[config.mk]
export PLATFORM = sky130hd
export DESIGN_NAME = riscv_utype
export DESIGN_NICKNAME = d
export VERILOG_FILES = /design/src/rtl/riscv_pkg.sv /design/src/rtl/riscv_utype_eval.sv /design/src/rtl/riscv_utype.sv
export SDC_FILE = /design/constraint.sdc
export NUM_CORES = 1
export LEC_CHECK = 0
export BUFFER_PORTS_ARGS = -buffer_cell sky130_fd_sc_hd__buf_2
export CAP_MARGIN = 20
export CORE_ASPECT_RATIO = 1.1
export CORE_MARGIN = 8
export CORE_UTILIZATION = 44
export CTS_BUF_LIST = sky130_fd_sc_hd__clkbuf_16
export CTS_CLUSTER_SIZE = 14
export DETAILED_ROUTE_END_ITERATION = 8
export GPL_ROUTABILITY_DRIVEN = 0
export HOLD_SLACK_MARGIN = 0.1
export PLACE_DENSITY = 0.78
export SETUP_SLACK_MARGIN = 0.4
export SYNTH_ARGS = -nofsm -noshare
export SYNTH_HDL_FRONTEND = slang
export SYNTH_SLANG_ARGS = --single-unit
[constraint.sdc]
create_clock -name clk -period 0.8 [get_ports clk]
set_input_delay 0.12 -clock clk [delete_from_list [all_inputs] [get_ports clk]]
set_output_delay 0.12 -clock clk [all_outputs]
set_load 0.01 [all_outputs]
[src/rtl/riscv_pkg.sv]
// Shared RISC-V decode constants: base opcodes, field positions and U-type helpers.
package riscv_pkg;

  localparam int unsigned XLEN = 32;

  localparam logic [6:0] OPC_LUI    = 7'h37;
  localparam logic [6:0] OPC_AUIPC  = 7'h17;
  localparam logic [6:0] OPC_JAL    = 7'h6f;
  localparam logic [6:0] OPC_JALR   = 7'h67;
  localparam logic [6:0] OPC_BRANCH = 7'h63;
  localparam logic [6:0] OPC_LOAD   = 7'h03;
  localparam logic [6:0] OPC_STORE  = 7'h23;
  localparam logic [6:0] OPC_OP_IMM = 7'h13;
  localparam logic [6:0] OPC_OP     = 7'h33;

  localparam int unsigned OPC_MSB   = 6;
  localparam int unsigned RD_LSB    = 7;
  localparam int unsigned RD_MSB    = 11;
  localparam int unsigned IMM_U_LSB = 12;

  // Evaluated U-type view of one instruction, registered as a unit by the top.
  typedef struct packed {
    logic            is_lui;
    logic            is_auipc;
    logic            is_utype;
    logic            rd_we;
    logic [XLEN-1:0] imm32;
    logic [XLEN-1:0] result;
  } utype_eval_t;

  function automatic logic [31:0] utype_imm32(input logic [31:0] inst);
    return {inst[31:IMM_U_LSB], {IMM_U_LSB{1'b0}}};
  endfunction

endpackage

[src/rtl/riscv_utype_eval.sv]
// Combinational U-type evaluator: type flags, U-immediate and architectural result.
module riscv_utype_eval
  import riscv_pkg::*;
#(
  parameter int unsigned XLEN_P    = XLEN,
  parameter logic [6:0]  OPC_LUI_P = OPC_LUI,
  parameter logic [6:0]  OPC_AUI_P = OPC_AUIPC
) (
  input  logic [31:0]       inst,
  input  logic [XLEN_P-1:0] pc,
  output logic              is_lui,
  output logic              is_auipc,
  output logic              is_utype,
  output logic              rd_we,
  output logic [XLEN_P-1:0] imm32,
  output logic [XLEN_P-1:0] result
);

  logic [6:0] w_opcode;
  logic [4:0] w_rd;

  assign w_opcode = inst[OPC_MSB:0];
  assign w_rd     = inst[RD_MSB:RD_LSB];

  always_comb begin
    imm32    = utype_imm32(inst);
    is_lui   = (w_opcode == OPC_LUI_P);
    is_auipc = (w_opcode == OPC_AUI_P);
    is_utype = is_lui | is_auipc;
    rd_we    = is_utype & (w_rd != 5'd0);
    result   = '0;
    // Carry-out of the AUIPC add is dropped: pc-relative wrap is architectural.
    if (is_lui) begin
      result = imm32;
    end else if (is_auipc) begin
      result = pc + imm32;
    end
  end

endmodule

[src/rtl/riscv_utype.sv]
// Registered U-type field extractor: one-cycle capture stage behind in_valid.
module riscv_utype
  import riscv_pkg::*;
#(
  parameter int unsigned XLEN      = riscv_pkg::XLEN,
  parameter logic [6:0]  OPC_LUI   = riscv_pkg::OPC_LUI,
  parameter logic [6:0]  OPC_AUIPC = riscv_pkg::OPC_AUIPC
) (
  input  logic            clk,
  input  logic            rst_n,
  input  logic            in_valid,
  input  logic [31:0]     inst,
  input  logic [XLEN-1:0] pc,
  output logic            out_valid,
  output logic [19:0]     imm,
  output logic [4:0]      rd,
  output logic [6:0]      opcode,
  output logic [XLEN-1:0] imm32,
  output logic            is_lui,
  output logic            is_auipc,
  output logic            is_utype,
  output logic [XLEN-1:0] result,
  output logic            rd_we
);

  utype_eval_t w_eval;
  utype_eval_t r_eval;
  logic        r_valid;
  logic [19:0] r_imm;
  logic [4:0]  r_rd;
  logic [6:0]  r_opcode;

  riscv_utype_eval #(
    .XLEN_P    (XLEN),
    .OPC_LUI_P (OPC_LUI),
    .OPC_AUI_P (OPC_AUIPC)
  ) u_eval (
    .inst     (inst),
    .pc       (pc),
    .is_lui   (w_eval.is_lui),
    .is_auipc (w_eval.is_auipc),
    .is_utype (w_eval.is_utype),
    .rd_we    (w_eval.rd_we),
    .imm32    (w_eval.imm32),
    .result   (w_eval.result)
  );

  // Data registers only load on in_valid; they hold while the stream idles.
  always_ff @(posedge clk or negedge rst_n) begin
    if (!rst_n) begin
      r_valid  <= 1'b0;
      r_imm    <= '0;
      r_rd     <= '0;
      r_opcode <= '0;
      r_eval   <= '0;
    end else begin
      r_valid <= in_valid;
      if (in_valid) begin
        r_imm    <= inst[31:IMM_U_LSB];
        r_rd     <= inst[RD_MSB:RD_LSB];
        r_opcode <= inst[OPC_MSB:0];
        r_eval   <= w_eval;
      end
    end
  end

  assign out_valid = r_valid;
  assign imm       = r_imm;
  assign rd        = r_rd;
  assign opcode    = r_opcode;
  assign imm32     = r_eval.imm32;
  assign is_lui    = r_eval.is_lui;
  assign is_auipc  = r_eval.is_auipc;
  assign is_utype  = r_eval.is_utype;
  assign result    = r_eval.result;
  assign rd_we     = r_eval.rd_we;

endmodule

# Word-level counts from Yosys, hierarchy flattened
# Index checks and enable logic that the tools add are counted.
[totals] elab_cells=17 regBits=69 inputBits=67 output_inout_bits=101
[classes] eq_ne=2 reduce_logical=1 muxes=2 addsub=1 bitwise=2
[op_table] cell="32-bit 2-to-1 mux" n=2
[op_table] cell="32-bit adder" n=1
[op_table] cell="7-bit by 5-bit equality test with 1-bit output, second input constant" n=1
[op_table] cell="7-bit by 6-bit equality test with 1-bit output, second input constant" n=1
[op_table] cell="5-bit nonzero test" n=1
[op_table] cell="1-bit AND" n=1
[op_table] cell="1-bit OR" n=1

# Longest topological paths before layout
[logic_depth] ltp_word=3 depth_mapped=9 mapped_depth_nobuf=9

# Cells and area by module
# From an unflattened synthesis, not the netlist that was laid out.
[unflattened] hier_cells=422 area_unflattened_um2=5724.2
[by_module_without_submodules] module="riscv_utype" n_inst=1 seq_area_each_um2=2527.4 cells_each=212 area_each_um2=4240.3
[by_module_without_submodules] module="riscv_utype_eval" n_inst=1 seq_area_each_um2=0.0 cells_each=210 area_each_um2=1483.9

# Least setup slack after synthesis
# No wires, ideal clock.
[synth_timing] path_kind="input port to flip-flop" startpoint="input port inst[12]" endpoint="register r_eval, in the netlist result[30]" arrival_time_ns=2.027 setup_slack_ns=-1.373 required_ns=0.654 setup_ns=0.146 cell_stages=9 n_path_buf=0 cell_sequence="ha_1 > fa_1 > a21o_1 > a311o_1 > a21oi_4 > o31ai_2 > a211oi_2 > xor2_1 > o221ai_1"
[synth_via] elab_chain_cells=3
[synth_lines] item="start, declared" line="riscv_utype.sv:12" text="input logic [31:0] inst,"
[synth_lines] item="32-bit adder" line="riscv_utype_eval.sv:36" text="result = pc + imm32;"
[synth_lines] item="32-bit 2-to-1 mux" line="riscv_utype_eval.sv:35" text="end else if (is_auipc) begin"
[synth_lines] item="32-bit 2-to-1 mux" line="riscv_utype_eval.sv:33" text="if (is_lui) begin"
[synth_lines] item="end signal, assigned" line="riscv_utype.sv:62" text="r_eval <= w_eval;"
[synth_lines] item="end, declared" line="riscv_utype.sv:27" text="utype_eval_t r_eval;"
# No other way between the ends.
# A chain may end at the register's enable or synchronous reset.

# Final worst setup path
# Same ends and word-level chain as after synthesis.

==> flow_summary.rst <==
.. list-table::
   :header-rows: 1

   * - Metric
     - Value
   * - Final critical-path setup slack
     - -1.12 ns
   * - Launching element type of the critical path
     - input port
   * - Clock tree root driver cell
     - clkbuf_16
   * - Max-cap violation count
     - 0
   * - Final setup violation count
     - 132
   * - Area used by sequential logic in the layout
     - 1730 um^2
   * - Number of design rule violations left after detail routing
     - 0
   * - Largest fanout on the critical path
     - 3
   * - Detailed-route vias per instance
     - 5.41
   * - Share of flip-flops with an asynchronous set or reset after synthesis
     - 100%
   * - Detailed Route Iter0 Violations
     - 249
   * - Fraction of power consumed by sequential logic
     - 31.7%
   * - Antenna diode instance count
     - 0
   * - Proportion of power drawn by the clock network
     - 41.8%
   * - Final count of hold timing violations
     - 71
   * - Layout cell share with drive strength beyond 1
     - 62.8%
   * - CTS tree
     - yes
   * - Worst slack on hold paths
     - -0.222 ns
   * - Final critical path time including I/O delays and setup
     - 1.92 ns
   * - Cell types with the largest area share after synthesis
     - dfrtp_1, mux2_2, buf_4
   * - Buffers from clock root to sink, at most
     - 2
   * - Reg-to-reg slack, setup
     - -0.12 ns
   * - Areal power density over the cells
     - 1750 nW/um^2
   * - Worst R2R End
     - imm[8]
   * - Endpoint type of the worst setup path
     - flop
   * - Pin count of the biggest net entering global routing
     - 70
   * - Post-synthesis instance area
     - 3930 um^2
   * - Worst-skew pair later-pin latency
     - 0.34 ns
   * - Power consumption
     - 12.0 mW
   * - Stage delay of the slowest cell on the critical path
     - 0.35 ns
   * - Unrepaired setup endpoints after global routing
     - true
   * - Placed Area
     - 5240 um^2
   * - Yosys top cell by area
     - dfrtp_1
   * - Most used flip-flop cell after synthesis
     - dfrtp_1
   * - First-pass iteration count of the detailed router
     - 7
   * - Inserted Clock Buffers
     - 9
   * - Buffers and inverters on the worst path
     - 1
   * - Cell area after layout
     - 6840 um^2
   * - Gr usage total
     - 21.5%
   * - Cell class contributing the biggest share of worst-path delay
     - compound AO/OA/AOI/OAI gates
   * - Yosys top cell area share
     - 43.9%
   * - Multi-input gate area in the final layout
     - 2390 um^2
   * - Count of vias placed by the detailed router
     - 4104
   * - Number of flops mapped to enable cells by yosys
     - 0
   * - Yosys reg bits
     - 69
   * - Count of yosys warnings during synthesis
     - 0
   * - Standard cell core area
     - 8780 um^2
   * - Proportion of total power due to net switching
     - 27.7%
   * - Final nets
     - 727
   * - Netlist cell types
     - 50
   * - Number of rows in the core area
     - 36
   * - Global-route wire length before repair
     - 21000 um
   * - Critical path, cell by cell
     - buf_8 -> ha_4 -> fa_2 -> a21o_1 -> a311o_1 -> a21oi_4 -> o31ai_4 -> a211oi_2 -> xor2_1 -> o221ai_1
   * - Status
     - finished with violations
   * - Clock input transition at the sequential cells of the worst setup and hold paths
     - 0.06 ns
   * - Utilization after layout
     - 77.8%
   * - Number of global-route vias before repair
     - 4241
   * - Number of port buffers
     - 155
   * - Count of cell instances traversed by the critical path
     - 10
   * - Data required time of the worst path
     - 0.99 ns
   * - Slowest stage cell on the critical path
     - fa_2
   * - Worst EP arrival
     - 2.11 ns
   * - Die outline width
     - 106 um
   * - Max rail drop VDD
     - 1270 uV
   * - Kind of path behind the tightest hold check
     - input port to asynchronous set/reset pin
   * - Total die area
     - 12200 um^2
   * - Number of instances in the synthesized netlist
     - 397
   * - Clock tree sinks
     - 69
   * - Combinational cell fraction of total power
     - 26.5%
   * - Number of filler instances in the final layout
     - 508
   * - Source of the worst register-to-register timing path
     - imm[8]
   * - Fmax
     - 521 MHz
   * - Drt wl/cell
     - 20.0 um
   * - Final number of max-transition violations
     - 0
   * - Synthesized area per cell
     - 9.90 um^2
   * - Net switching power of the design
     - 3.32 mW
   * - Area growth syn-to-layout
     - 74.0%
   * - Internal power summed over all cells
     - 8.66 mW
   * - Number of antenna violations at the first check in global routing
     - 0
   * - Worst setup skew after layout
     - 0 ns
   * - Congestion Overflow GR
     - 0
   * - Antenna Nets Post-Route
     - 0
   * - Initial standard-cell utilization of the core
     - 44.7%
   * - Number of ports placed on the die boundary
     - 168
   * - Fraction of the cycle the final worst path needs
     - 240%
   * - Critical setup path kind
     - input port to flop
   * - Routed wire length
     - 15200 um
   * - Violations in the final reports
     - hold timing, setup timing
   * - Die Ht
     - 115 um
   * - H-tree Lvls
     - 3
   * - Portion of the post-synthesis area used by sequential elements
     - 43.9%
   * - Detailed-placement wirelength estimate
     - 9060 um
   * - Number of cell instances on the worst register-to-register path
     - 2
   * - Leakage power
     - 3.36 nW
[state kept, by name (all words and copies together), names as in the netlist]
name       count
imm           20
is_auipc       1
is_lui         1
is_utype       1
opcode         7
out_valid      1
rd             5
rd_we          1
result        32
[cell type report]
type | count | share of cell area, %
clock buffers | 9 | 3.29
clock inverters | 7 | 2.14
inverters | 38 | 2.09
multi-input cells | 254 | 35.0
flip-flops and latches | 69 | 25.3
well taps | 114 | 2.09
repair buffers | 268 | 30.2
[cell usage in the layout, fill, tap and decap left out, drive strengths merged, types with 3 or more instances in the layout]
master,Yosys,layout
a211oi,3,3
a21o,6,6
a21oi,21,21
a31oi,4,4
buf,37,268
bufinv,0,4
clkbuf,11,9
conb,1,12
dfrtp,69,69
ha,19,19
inv,38,39
mux2,31,31
nand2,31,31
nand2b,4,4
nand3,11,11
nor2,16,16
nor3,3,3
o21ai,33,33
o221ai,10,10
o22ai,7,7
or2,2,3
xnor2,9,9
xor2,8,8
[through the flow]
stage               hold slack, ns  setup slack, ns  setup TNS, ns  instances
global placement             0.157            -1.31         -36.33        691
CTS                         -0.204           -0.992         -33.45        734
global route                -0.183            -1.22         -41.06        759
detailed placement           0.158            -1.36         -37.63        691
finish                      -0.222            -1.12         -36.76        759
floorplan                   -0.176            -1.14         -27.80        408
[worst register-to-register path, stage by stage, from the launching register on]
cell and delay (ns):
dfrtp_1 0.43, buf_6 0.13, mux2_2 0.25
[cell usage after synthesis (2+ instances only)]
| cell type | number |
|---|---|
| inv_1 | 38 |
| nor2_1 | 16 |
| or2_1 | 2 |
| xor2_1 | 8 |
| nand3_1 | 11 |
| ha_1 | 19 |
| o22ai_1 | 7 |
| o211ai_1 | 2 |
| mux2_2 | 31 |
| nand2b_1 | 4 |
| o221ai_1 | 10 |
| xnor2_1 | 9 |
| a21o_1 | 6 |
| nand2_1 | 31 |
| nor3_1 | 2 |
| buf_1 | 2 |
| nor4_1 | 2 |
| o21ai_0 | 16 |
| clkbuf_1 | 11 |
| a211oi_1 | 2 |
| buf_2 | 3 |
| dfrtp_1 | 69 |
| a31oi_1 | 3 |
| o21ai_1 | 17 |
| a21oi_1 | 20 |
| buf_4 | 32 |
[cells by family after synthesis]
family	count (synthesis)	synth area share, %
xor+xnor	17	3.79
buf+inv	86	11.4
flops	69	43.9
compound gates	94	15.7
other cells	1	0.0954
fa+ha+maj	20	6.56
mux	32	9.14
simple gates	78	9.40
[routing by layer]
layer / global-route usage (%) / up-vias / part of all wire (%)
li1: - / 1826 / -
met1: 23.4 / 2019 / 38
met2: 37.6 / 219 / 52
met3: 7.46 / 40 / 7.7
met5: 0 / - / 0
met4: 8.64 / 0 / 2.8
[how the worst max path moves through the flow]
stage | from | endpoint | slack [ns]
2_1_floorplan | inst[12] | result[30] | -1.14
3_3_place_gp | inst[12] | result[30] | -1.31
3_5_place_dp | inst[12] | result[30] | -1.36
4_1_cts | inst[12] | result[30] | -0.99
5_1_grt | inst[12] | result[30] | -1.22
6_report | inst[12] | result[30] | -1.12
[power by group through the flow]
stage / clock, mW / combinational, mW / sequential (mW)
6_report: 5.01 / 3.18 / 3.80
5_1_grt: 5.16 / 3.38 / 3.82
4_1_cts: 5.06 / 2.75 / 3.78
3_5_place_dp: 0 / 2.34 / 3.84
3_3_place_gp: 0 / 2.28 / 3.82
2_1_floorplan: 0 / 1.40 / 3.94
[what timing repair did]
| action | in CTS | in global routing |
|---|---|---|
| setup buffers | 25 | 25 |
| endpoints found under the hold margin | 105 | 101 |
| gates resized for setup | 90 | 86 |
| pin swaps | 30 | 29 |
| endpoints found under the setup margin | 157 | 158 |
| gates cloned | 2 | 0 |
Note: power is estimated with default switching activity, not from simulation.
